File: src/rtl/hazard_pkg.sv
// Shared types and constants for the pipeline hazard controller.
package hazard_pkg;

    localparam int unsigned REG_ADDR_W = 5;
    localparam logic [REG_ADDR_W-1:0] REG_X0 = '0;

    typedef enum logic [1:0] {
        RUN      = 2'd0,
        MEM_WAIT = 2'd1,
        ABORT    = 2'd2
    } state_t;

endpackage

File: src/rtl/hazard_stall_ctrl_sat_counter.sv
// Saturating up-counter with synchronous clear (clear wins over increment).
module sat_counter #(
    parameter int unsigned W = 32
) (
    input  logic         clk,
    input  logic         rst_n,
    input  logic         inc,
    input  logic         clr,
    output logic [W-1:0] count
);

    // Count qualifying cycles, holding at all-ones once reached
    always_ff @(posedge clk or negedge rst_n) begin
        if (!rst_n) begin
            count <= '0;
        end else if (clr) begin
            count <= '0;
        end else if (inc && (count != '1)) begin
            count <= count + 1'b1;
        end
    end

endmodule

File: src/rtl/hazard_stall_ctrl.sv
// Central stall/flush controller: load-use, taken branch and data-memory
// wait hazards, with a wait timeout abort and saturating perf counters.
module hazard_stall_ctrl
    import hazard_pkg::*;
#(
    parameter int unsigned TIMEOUT = 16,
    parameter int unsigned CNT_W   = 32
) (
    input  logic                  i_clk,
    input  logic                  i_reset,
    input  logic [REG_ADDR_W-1:0] i_rs1_decode,
    input  logic [REG_ADDR_W-1:0] i_rs2_decode,
    input  logic                  i_use_rs1_decode,
    input  logic                  i_use_rs2_decode,
    input  logic [REG_ADDR_W-1:0] i_rd_execute,
    input  logic                  i_mem_read_execute,
    input  logic                  i_pc_sel_execute,
    input  logic                  i_mem_req_memory,
    input  logic                  i_mem_ready_memory,
    input  logic                  i_cnt_clear,
    output logic                  o_stall_fetch,
    output logic                  o_stall_decode,
    output logic                  o_stall_execute,
    output logic                  o_stall_memory,
    output logic                  o_flush_decode,
    output logic                  o_flush_execute,
    output logic                  o_flush_writeback,
    output logic                  o_mem_abort,
    output logic                  o_mem_timeout,
    output logic [CNT_W-1:0]      o_stall_cnt,
    output logic [CNT_W-1:0]      o_flush_cnt
);

    // Wait counter only needs to reach TIMEOUT-1
    localparam int unsigned       WAIT_W    = $clog2(TIMEOUT);
    localparam logic [WAIT_W-1:0] WAIT_ONE  = WAIT_W'(1);
    localparam logic [WAIT_W-1:0] WAIT_LAST = WAIT_W'(TIMEOUT - 1);

    state_t              state, state_nxt;
    logic [WAIT_W-1:0]   wait_cnt, wait_cnt_nxt;
    logic                mem_wait;
    logic                load_use;

    assign mem_wait = i_mem_req_memory & ~i_mem_ready_memory;

    assign load_use = i_mem_read_execute && (i_rd_execute != REG_X0) &&
                      ((i_use_rs1_decode && (i_rs1_decode == i_rd_execute)) ||
                       (i_use_rs2_decode && (i_rs2_decode == i_rd_execute)));

    // State, wait counter and sticky timeout flag
    always_ff @(posedge i_clk or negedge i_reset) begin
        if (!i_reset) begin
            state         <= RUN;
            wait_cnt      <= '0;
            o_mem_timeout <= 1'b0;
        end else begin
            state    <= state_nxt;
            wait_cnt <= wait_cnt_nxt;
            if (state_nxt == ABORT) begin
                o_mem_timeout <= 1'b1;
            end
        end
    end

    // Next state: the RUN cycle that first sees the wait counts as stall #1
    always_comb begin
        state_nxt    = state;
        wait_cnt_nxt = '0;
        unique case (state)
            RUN: begin
                if (mem_wait) begin
                    state_nxt    = MEM_WAIT;
                    wait_cnt_nxt = WAIT_ONE;
                end
            end
            MEM_WAIT: begin
                if (!mem_wait) begin
                    state_nxt = RUN;
                end else if (wait_cnt == WAIT_LAST) begin
                    state_nxt = ABORT;
                end else begin
                    wait_cnt_nxt = wait_cnt + 1'b1;
                end
            end
            ABORT: begin
                state_nxt = RUN;
            end
            default: begin
                state_nxt = RUN;
            end
        endcase
    end

    // Mealy stall/flush outputs; forced quiet while reset is held
    always_comb begin
        o_stall_fetch     = 1'b0;
        o_stall_decode    = 1'b0;
        o_stall_execute   = 1'b0;
        o_stall_memory    = 1'b0;
        o_flush_decode    = 1'b0;
        o_flush_execute   = 1'b0;
        o_flush_writeback = 1'b0;
        o_mem_abort       = 1'b0;
        if (i_reset) begin
            if (state == ABORT) begin
                o_mem_abort       = 1'b1;
                o_flush_writeback = 1'b1;
            end else if (mem_wait) begin
                o_stall_fetch     = 1'b1;
                o_stall_decode    = 1'b1;
                o_stall_execute   = 1'b1;
                o_stall_memory    = 1'b1;
                o_flush_writeback = 1'b1;
            end else if (i_pc_sel_execute) begin
                o_flush_decode    = 1'b1;
                o_flush_execute   = 1'b1;
            end else if (load_use) begin
                o_stall_fetch     = 1'b1;
                o_stall_decode    = 1'b1;
                o_flush_execute   = 1'b1;
            end
        end
    end

    sat_counter #(.W(CNT_W)) u_stall_cnt (
        .clk   (i_clk),
        .rst_n (i_reset),
        .inc   (o_stall_fetch),
        .clr   (i_cnt_clear),
        .count (o_stall_cnt)
    );

    sat_counter #(.W(CNT_W)) u_flush_cnt (
        .clk   (i_clk),
        .rst_n (i_reset),
        .inc   (o_flush_decode),
        .clr   (i_cnt_clear),
        .count (o_flush_cnt)
    );

endmodule
File: config.mk
export PLATFORM = sky130hd
export DESIGN_NAME = hazard_stall_ctrl
export DESIGN_NICKNAME = d
export VERILOG_FILES = /design/src/rtl/hazard_pkg.sv /design/src/rtl/hazard_stall_ctrl_sat_counter.sv /design/src/rtl/hazard_stall_ctrl.sv
export SDC_FILE = /design/constraint.sdc
export NUM_CORES = 1
export LEC_CHECK = 0
export ABC_AREA = 1
export BUFFER_PORTS_ARGS = -buffer_cell sky130_fd_sc_hd__buf_4
export CAP_MARGIN = 20
export CORE_AREA = 5 5 122 124
export DETAILED_ROUTE_END_ITERATION = 6
export DIE_AREA = 0 0 127 129
export GPL_TIMING_DRIVEN = 1
export PLACE_DENSITY = 0.69
export SLEW_MARGIN = 20
export SYNTH_ARGS = -nofsm -noshare
export SYNTH_HDL_FRONTEND = slang
export SYNTH_SLANG_ARGS = --single-unit
File: constraint.sdc
create_clock -name i_clk -period 1.8 [get_ports i_clk]
set_input_delay 0.27 -clock i_clk [delete_from_list [all_inputs] [get_ports i_clk]]
set_output_delay 0.27 -clock i_clk [all_outputs]
set_load 0.01 [all_outputs]
==> summary.txt <==
Status: completed
Fmax: 580 MHz
Final WL: 17,200 um
Max_slew headroom: 0.614
Crit path DAT: 2000 ps
Leak: 3.65 nW
Vias in the first global route: 5,517
Gr busiest metal: met2
Pwr/cell area: 511 mW/mm^2
FF+latch count, synth: 71
Post-synthesis cell type count: 28
Drt wl/cell: 14.7 um
Placed instance count: 1,133
Num CTS Buffers: 9
Syn Area/Cell: 6.34 um^2
DRT iter0 DRCs: 450
Crit-path cells: ha_4 > nand2_2 > nor2_2 > nand4_1 > nor2_1 > nand4_1 > nand2_4 > clkbuf_16 > nand3_2 > nand2_1
Filler cell count: 1,343
Routed via count: 5,954
Total GRT Usage: 0.204
Most common cell after layout, fill and taps aside: nand2_1
First-pass GRT wire length: 26,900 um
Clock Sinks: 71
WHS: 65.4 ps
Layout cells sized above 1: 0.278
Initial Util: 0.373
Row Count: 43
Crit-path leading delay family: simple AND/OR/NAND/NOR gates
Final Max Slew Viols: 0
Mapped Cells: 803
Mapped Area: 0.00509 mm^2
Via density: 5.11
Peak VDD IR: 386 uV
GRT met3 Usage: 0.0477
Endpoints failing setup: 0
CORE AREA: 0.0137 mm^2
Area Overhead vs Synth: 42.3%
H-tree lvl count: 3
Hpwl dp: 12,300 um
Async SR Flop Fraction: 1.00
Main flop type after synthesis: dfrtp_1
Final Hold Fails: 0
DRT antenna net count: 0
Clock skew: 8.16 ps
Number of nets in the layout: 1,008
Antenna violations before repair: 0
Die span in x: 127 um
Net Count, Synth: 830
RSZ-0062 raised after global routing: yes
Total grt overflow: 0
Largest net degree at the start of global routing: 94
Setup TNS: 0 ps
Commonest non-fill, non-tap cells in the layout: nand2_1, buf_4, inv_1, nor2_1, dfrtp_1
Clock transition at path regs: 60 ps
Placer Congestion: 0.954
CTS max path bufs: 2
Min setup slack post-route: 76.9 ps
Worst-Skew Late Latency: 340 ps
Root Driver: clkbuf_16
Fin cells: 1,165
Most frequent CP cell: nand4_1
Buffers & Inverters on Critical Path: 1
Setup WS pre-CTS: 17.8 ps
Slowest stage cell, crit path: dfrtp_1
CP max stage delay: 390 ps
Max FO, Critical Path: 8
WS Path Type: reg -> reg
Ports: 97
Fin crit share: 0.957
Worst-margin pin slew: 580 ps
Critical path capture point type: register
Max Cap Violations: 0
First-pass DRT Iterations: 5
Die footprint: 0.0164 mm^2
Post-layout min period: 1720 ps
Drc violations: 0
Post-layout util: 0.530
ANT cells: 0
Met2 Track Usage GR: 0.342
CP required: 2080 ps
TritonCTS clock tree: built
Seq/Total Area, Yosys: 0.349
Number of flops mapped to enable cells by yosys: 0
Hold WC Path Type: in -> async
Die H: 129 um
CP startpoint kind: register
Number of port buffers: 96
Met1 Use GR: 0.257
YS warnings: 0
## synthesized netlist by cell type (2+ instances only)
library cell,number,area share
buf_4,6,0.0088
nor2_1,110,0.081
a21oi_1,5,0.0049
ha_1,3,0.0074
o31ai_1,2,0.0029
clkbuf_1,15,0.011
or2_2,4,0.0049
inv_2,5,0.0037
xnor2_1,9,0.015
nor3_1,22,0.022
a21o_1,2,0.0029
o21ai_0,26,0.026
dfrtp_1,71,0.35
xor2_1,11,0.019
nor3b_1,2,0.0029
buf_2,3,0.0029
inv_1,103,0.076
nand4_1,54,0.066
nand2_2,2,0.0025
nand2_1,258,0.19
nand3_1,75,0.074
o21ai_2,9,0.015
## what timing repair did
action,in CTS,in global routing
endpoints found under the hold margin,3,0
resized for setup,2,65
endpoints found under the setup margin,2,66
gates cloned,1,4
pin swaps,1,28
setup buffers,1,10
hold buffers,1,0
## kinds of logic (layout without fill, tap and decap cells)
| group | after synthesis | after routing | synth area share |
|---|---|---|---|
| compound gates | 45 | 45 | 0.0533 |
| xor+xnor | 20 | 20 | 0.0344 |
| fa+ha+maj | 3 | 3 | 0.00737 |
| buf+inv | 134 | 316 | 0.105 |
| flops | 71 | 71 | 0.349 |
| simple gates | 530 | 530 | 0.450 |
## worst paths after layout
path                                 startpoint                    end  slack, ps  depth (start not counted)
setup reg to reg           u_stall_cnt.count[1]  u_stall_cnt.count[10]         80                         10
hold reg to reg                   o_mem_timeout          o_mem_timeout        470                          1
setup / recovery           u_stall_cnt.count[1]  u_stall_cnt.count[10]         80                         10
min in group i_clk                  i_cnt_clear   u_flush_cnt.count[4]        220                          2
max in group asynchronous               i_reset  u_stall_cnt.count[16]        930                          3
hold / removal                          i_reset  u_flush_cnt.count[11]         70                          2
## registers in the layout, indices dropped and copies added (netlist names)
register / count
o_mem_timeout: 1
wait_cnt: 4
u_flush_cnt.count: 32
state: 2
u_stall_cnt.count: 32
## layout make-up
cell class / count / area (um^2) / area share
sequential: 71 / 1780 / 0.246
multi-input combinational: 598 / 2970 / 0.410
inverter: 108 / 410 / 0.0566
tap: 180 / 225 / 0.0311
clock buffer: 11 / 233 / 0.0321
timing repair buffer: 193 / 1580 / 0.217
clock inverter: 4 / 47.5 / 0.00656
## metrics by stage
stage          instance area, um^2  power (mW)
2_1_floorplan                 5090        1.78
3_3_place_gp                  6550        1.94
3_5_place_dp                  6550        1.94
4_1_cts                       6880        3.70
5_1_grt                       7250        3.84
6_report                      7250        3.70
## report_power, final
part	leakage (nW)	internal (mW)	switching (mW)
clock network	0.135	1.06	0.671
logic	2.53	0.139	0.219
registers	0.983	1.60	0.00605
## metal layers
metal	share of wire	wire length [um]
met1	0.43	7300
met2	0.47	8110
met3	0.070	1200
met4	0.032	543
met5	0	0
(Power assumes the default switching activity.)
